==> config.mk <==
export PLATFORM = sky130hd
export DESIGN_NAME = gray_codec
export DESIGN_NICKNAME = d
export VERILOG_FILES = /design/src/rtl/gray_codec.sv
export SDC_FILE = /design/constraint.sdc
export NUM_CORES = 1
export LEC_CHECK = 0
export CAP_MARGIN = 20
export CORE_MARGIN = 4
export CORE_UTILIZATION = 35
export CTS_CLUSTER_SIZE = 24
export DETAILED_ROUTE_END_ITERATION = 10
export PLACE_DENSITY_LB_ADDON = 0.1
export SETUP_SLACK_MARGIN = 0.4
export SKIP_LAST_GASP = 1
export SLEW_MARGIN = 20
export SYNTH_ARGS = -nofsm -noshare
export SYNTH_HDL_FRONTEND = slang
export SYNTH_SLANG_ARGS = --single-unit
==> constraint.sdc <==
create_clock -name i_clk -period 3.11 [get_ports i_clk]
set_input_delay 0.4665 -clock i_clk [delete_from_list [all_inputs] [get_ports i_clk]]
set_output_delay 0.4665 -clock i_clk [all_outputs]
set_load 0.01 [all_outputs]
==> src/rtl/gray_codec.sv <==
// Clocked Gray-code unit: one-cycle binary-to-Gray encode and bit-serial Gray-to-binary decode.
// Optional saturating error counter on o_err_cnt is enabled by defining GRAY_ERR_CNT_EN.
module gray_codec #(
    parameter int LEN = 4
) (
    input  logic           i_clk,
    input  logic           i_rst_n,
    input  logic           i_valid,
    output logic           o_ready,
    input  logic           i_mode,
    input  logic [LEN-1:0] i_data,
    output logic           o_valid,
    input  logic           i_ready,
    output logic [LEN-1:0] o_data,
    output logic           o_err
`ifdef GRAY_ERR_CNT_EN
    ,
    output logic [7:0]     o_err_cnt
`endif
);

    localparam int KW = (LEN > 2) ? $clog2(LEN - 1) : 1;

    typedef enum logic [1:0] {IDLE, BUSY, DONE} state_t;

    state_t         state_reg, state_next;
    logic [LEN-1:0] g_reg, g_next;
    logic [LEN-1:0] b_reg, b_next;
    logic [KW-1:0]  k_reg, k_next;
    logic [LEN-1:0] data_reg, data_next;
    logic           err_reg, err_next;
    logic [LEN-1:0] enc_word;

    // Gray bit i is the XOR of binary bits i and i+1; the MSB passes through.
    assign enc_word[LEN-1] = i_data[LEN-1];
    generate
        for (genvar gi = 0; gi < LEN - 1; gi++) begin : g_enc
            assign enc_word[gi] = i_data[gi] ^ i_data[gi+1];
        end
    endgenerate

    always_comb begin
        state_next = state_reg;
        g_next     = g_reg;
        b_next     = b_reg;
        k_next     = k_reg;
        data_next  = data_reg;
        err_next   = err_reg;
        case (state_reg)
            IDLE: begin
                if (i_valid) begin
                    if (i_data[LEN-1]) begin
                        data_next  = '1;
                        err_next   = 1'b1;
                        state_next = DONE;
                    end else if (!i_mode) begin
                        data_next  = enc_word;
                        err_next   = 1'b0;
                        state_next = DONE;
                    end else begin
                        g_next          = i_data;
                        b_next          = '0;
                        b_next[LEN-1]   = i_data[LEN-1];
                        k_next          = KW'(LEN - 2);
                        state_next      = BUSY;
                    end
                end
            end
            BUSY: begin
                // One binary bit per cycle, walking from MSB-1 down to bit 0.
                for (int i = 0; i < LEN - 1; i++) begin
                    if (k_reg == KW'(i)) begin
                        b_next[i] = b_reg[i+1] ^ g_reg[i];
                    end
                end
                if (k_reg == '0) begin
                    data_next  = b_next;
                    err_next   = 1'b0;
                    state_next = DONE;
                end else begin
                    k_next = k_reg - 1'b1;
                end
            end
            DONE: begin
                if (i_ready) begin
                    state_next = IDLE;
                end
            end
            default: state_next = IDLE;
        endcase
    end

    always_ff @(posedge i_clk or negedge i_rst_n) begin
        if (!i_rst_n) begin
            state_reg <= IDLE;
            g_reg     <= '0;
            b_reg     <= '0;
            k_reg     <= '0;
            data_reg  <= '0;
            err_reg   <= 1'b0;
        end else begin
            state_reg <= state_next;
            g_reg     <= g_next;
            b_reg     <= b_next;
            k_reg     <= k_next;
            data_reg  <= data_next;
            err_reg   <= err_next;
        end
    end

`ifdef GRAY_ERR_CNT_EN
    logic [7:0] cnt_reg;

    always_ff @(posedge i_clk or negedge i_rst_n) begin
        if (!i_rst_n) begin
            cnt_reg <= '0;
        end else if (state_reg == IDLE && i_valid && i_data[LEN-1] && cnt_reg != 8'hFF) begin
            cnt_reg <= cnt_reg + 8'd1;
        end
    end

    assign o_err_cnt = cnt_reg;
`endif

    assign o_ready = (state_reg == IDLE);
    assign o_valid = (state_reg == DONE);
    assign o_data  = data_reg;
    assign o_err   = err_reg;

endmodule

# Word level (Yosys, flattened, before mapping)
# Index checks and enable logic that the tools add are counted.
# W data, S select, Z words.
# op_classes
n_eq_ne	11
addsub	1
n_reduce_logical	8
n_mux	28
bitwise_logic	6
# ops
cell	n
$mux W2	9
$mux W4	4
$reduce_and A4 Y1	3
$mux W3	3
$ne A2 B2 Y1 const B	4
$pmux W4 S2	1
$mux W1	7
$pmux W2 S3	1
$pmux W3 S2	1
$reduce_and A5 Y1	1
$xor A1 B1 Y1	5
$eq A2 B1 Y1 const B	2
$eq A2 B2 Y1 const B	2
$logic_not A2 Y1	2
$ne A2 B1 Y1 const B	2
$pmux W2 S2	1
$ne A3 B2 Y1 const B	1
$reduce_and A3 Y1	1
$pmux W1 S2	1
$reduce_bool A2 Y1	1
$sub A2 B1 Y2 const B	1
$not A1 Y1	1
# totals
inputBits	9
regBits	15

# Depth between registers and ports, before layout
# depth
depth_word	5
ltp_mapped	6

# Least setup slack after synthesis
# No wires, ideal clock.
# synth_timing
path_type	register to register
start	register k_reg[0]
end	register data_reg[2] (netlist: o_data[2])
setup_slack_ps	1626
arrival_time_ps	1359
required_time_ps	2985
path_stages_with_launch	7
path_cell_list	dfrtp_1 > inv_1 > ha_1 > nand2_1 > o21ai_1 > and2b_4 > mux2_4
# synth_via
elab_chain_len	4
word_cells_on_any_way	7
classes_between	2 x eq/ne; 3 x mux; 2 x reduce/logical
# synth_rtl
item	line_no	source
start: declaration	29	logic [KW-1:0] k_reg, k_next;
start signal: assignment	105	k_reg <= k_next;
$eq A2 B2 Y1	72	if (k_reg == KW'(i)) begin
$mux W1	72	
$mux W4	76	if (k_reg == '0) begin
$pmux W4 S2	49	case (state_reg)
end signal: assignment	106	data_reg <= data_next;
end: declaration	30	logic [LEN-1:0] data_reg, data_next;
# Parallel ways exist; a longest one is shown, timed or not. The select of a mux whose other input is x is not followed.
# A chain may end at the register's enable or synchronous reset.

# Final worst setup path
# layout_timing
start	register state_reg[0]
end	output port o_valid
# layout_via
elab_chain_len	1
# layout_rtl
item	line_no	source
start: declaration	26	state_t state_reg, state_next;
start signal: assignment	102	state_reg <= state_next;
$eq A2 B2 Y1	126	assign o_valid = (state_reg == DONE);
end: declaration	12	output logic o_valid,
# Every way passes these cells.

==> metrics.csv <==
stage,metric,value,unit
cts,cts hold-fix bufs,0,
timing,Max Clock Freq,505,MHz
timing,Worst Skew,0.00546,ns
finish,share of post-route cells with drive strength above 1,16.7,%
routing,Routed Antenna Nets,0,
synth,top cells by instance count after synthesis,"dfrtp_1, nor2_1, nand2_1",
global_routing,total track usage,13.2,%
cts,clock buffer depth,2,
routing,DRT Wirelength,1490,microns
timing,Setup-failing EPs final,0,
routing,Vias/cell,4.92,
routing,DRC,0,
cts,Clock transition at path regs,0.09,ns
cts,CTS tree,yes,
global_routing,initial antenna violation count,0,
synth,"top cells by area, synth","dfrtp_1, ha_1, mux2_2",
setup_path,CP arrival,1.52,ns
cts,clk sinks,14,
setup_path,Required @ worst endpoint,2.64,ns
synth,#FFs+latches synth,14,
synth,Ys Warns,0,
power,VDD IR max,0.404,mV
floorplan,row cnt,16,
timing,Period minus WS final,1.98,ns
global_routing,grt total ovfl,0,
cts,clk_lat worst skew,0.29,ns
setup_path,WS Path Type,reg -> out,
routing,Via Count,546,
routing,DR WL/cell,13.5,microns
worst_hold_path,HP Class,reg -> reg,
cts,H-tree depth,1,
synth,Post-Synthesis Cell Area,758,sq um
synth,most common cell in the netlist,dfrtp_1,
synth,Mean Syn Cell Area,11.5,sq um
cts,clock root buffer master,clkbuf_4,
global_routing,maximum number of pins on one net before global-route repair,15,
flow_run,# Max-Cap Violations,0,
placed_design,HPWL Detailed,1170,microns
synth,Synth area leader,dfrtp_1,
placed_design,gpl congestion,0.749,
finish,ANT cells,0,
timing,worst hold slack,0.506,ns
setup_path,register-to-register setup slack,1.47,ns
floorplan,Die Ht,54.5,microns
setup_path,Crit. Startpoint,state_reg[0],
setup_path,reg2reg start,k_reg[0],
finish,Layout area overhead,28.1,%
timing,"Slew Viols, Final",0,
synth,share of Yosys cell area claimed by the top area cell type,46.2,%
power,P per Cell Area,869,mW/mm^2
synth,Post-synth EDFFs,0,
global_routing,first-pass GRT wire length,2680,microns
timing,Tightest Pin Transition,0.668,ns
timing,RSZ-0062 raised after global routing,no,
timing,"Hold Vio Cnt, Final",0,
outcome,outcome,completed,
global_routing,vias in the first global route,574,
floorplan,Die ar.,0.00298,sq mm
routing,1st-iter DRT viols,6,
floorplan,Die Width,54.5,microns
worst_hold_path,HP Start,o_data[1],
setup_path,worst-path maximum fanout,7,
floorplan,core box area,0.00200,sq mm
synth,Synth cell types,31,
cts,post-CTS sizing,0,
setup_path,crit path capture type,output port,
setup_path,CP Launch Type,flop,
power,LEAKAGE,0.426,nW
timing,fin crit share,63.7,%
timing,Fin Setup TNS,0,ns
cts,Num CTS Buffers,3,
timing,headroom to the max-slew limit,55.3,%
placed_design,Buffers on Ports,15,
cts,post-CTS setup buffers,0,
floorplan,initial core utilization,37.9,%
synth,top_reg_cell synth,dfrtp_1,
finish,NumNets Final,97,
synth,"Seq/Total Area, Yosys",46.2,%
synth,syn_nets,78,
floorplan,top-level I/O count,16,
finish,Fillers,203,
synth,Post-Synthesis Cells,66,
finish,Largest register FFs,4,
synth,"Async S/R FF share, synth",100,%
routing,number of detailed-route iterations in the first pass,4,
[report_power, final]
group	total (mW)	switching [mW]	internal, mW
clock network	0.135	0.0636	0.0714
logic	0.390	0.170	0.220
registers	0.318	0.0613	0.257
total	0.844	0.295	0.548
[layer usage]
layer,routed length (microns),track usage [%],vias to the layer above
li1,-,-,263
met1,647,16.5,264
met2,722,20.5,16
met3,109,5.72,3
met4,14,3.73,0
met5,0,0,-
[kinds of logic after synthesis]
logic type | count (synthesis) | synth area share (%)
adder cells (fa/ha/maj) | 3 | 4.95
AO/OA/AOI/OAI | 17 | 17.8
multiplexers | 6 | 9.08
AND/OR/NAND/NOR | 18 | 14.9
buffers and inverters | 4 | 2.48
flip-flops | 14 | 46.2
XOR/XNOR | 4 | 4.62
[worst max-delay path, stage by stage (launching register included)]
cell and delay [ns]:
dfrtp_1 0.45, and2b_1 0.24, clkdlybuf4s50_1 0.53
[cells in the final DEF, fill, tap and decap left out]
master | synthesis | routed
inv_1 | 3 | 3
clkbuf_8 | 0 | 1
o32a_1 | 1 | 1
mux2_2 | 3 | 3
mux2i_1 | 2 | 2
clkdlybuf4s50_1 | 0 | 15
nand2b_1 | 1 | 1
nor3b_2 | 1 | 1
a2bb2oi_1 | 1 | 1
nor2b_1 | 2 | 2
o21a_1 | 1 | 1
a21oi_1 | 1 | 1
a21oi_2 | 1 | 1
nand2_1 | 4 | 4
and2b_1 | 1 | 1
o22a_1 | 1 | 1
or2b_1 | 1 | 1
clkbuf_4 | 0 | 3
a21o_1 | 2 | 2
mux2_4 | 1 | 1
o21ai_1 | 3 | 3
nor2_1 | 5 | 5
dfrtp_1 | 14 | 14
nand2b_4 | 1 | 1
o21ai_0 | 3 | 3
o21bai_1 | 1 | 1
and2b_4 | 1 | 1
and3b_1 | 1 | 1
ha_1 | 3 | 3
a211oi_2 | 1 | 1
xor2_1 | 2 | 2
o31ai_4 | 1 | 1
xnor2_1 | 2 | 2
[through the flow]
step | power, mW | setup WS (ns) | instance area, sq um | utilization, % | std cells
after detailed placement | 0.719 | 1.08 | 935 | 46.7 | 107
after global placement | 0.713 | 1.07 | 935 | 46.7 | 107
after floorplan | 0.575 | 1.63 | 758 | - | 66
after CTS | 0.856 | 1.11 | 971 | 48.5 | 111
after global routing | 0.918 | 1.04 | 971 | 48.5 | 111
final | 0.844 | 1.13 | 971 | 48.5 | 111
[layout make-up]
cell class                 instances  area, sq um  area share (%)
sequential                        14          350            36.1
inverter                           3         11.3            1.16
timing repair buffer              15          150            15.5
clock buffer                       4         36.3            3.74
tap                               27         33.8            3.48
multi-input combinational         48          389            40.1
[final timing paths]
check,end,cells after the start
setup / recovery,o_valid,2
hold / removal,o_data[1],1
setup reg to reg,o_data[2],6
hold reg to reg,o_data[1],1
max in group asynchronous,o_data[0],1
min in group asynchronous,b_reg[2],1
(Power assumes the default switching activity.)
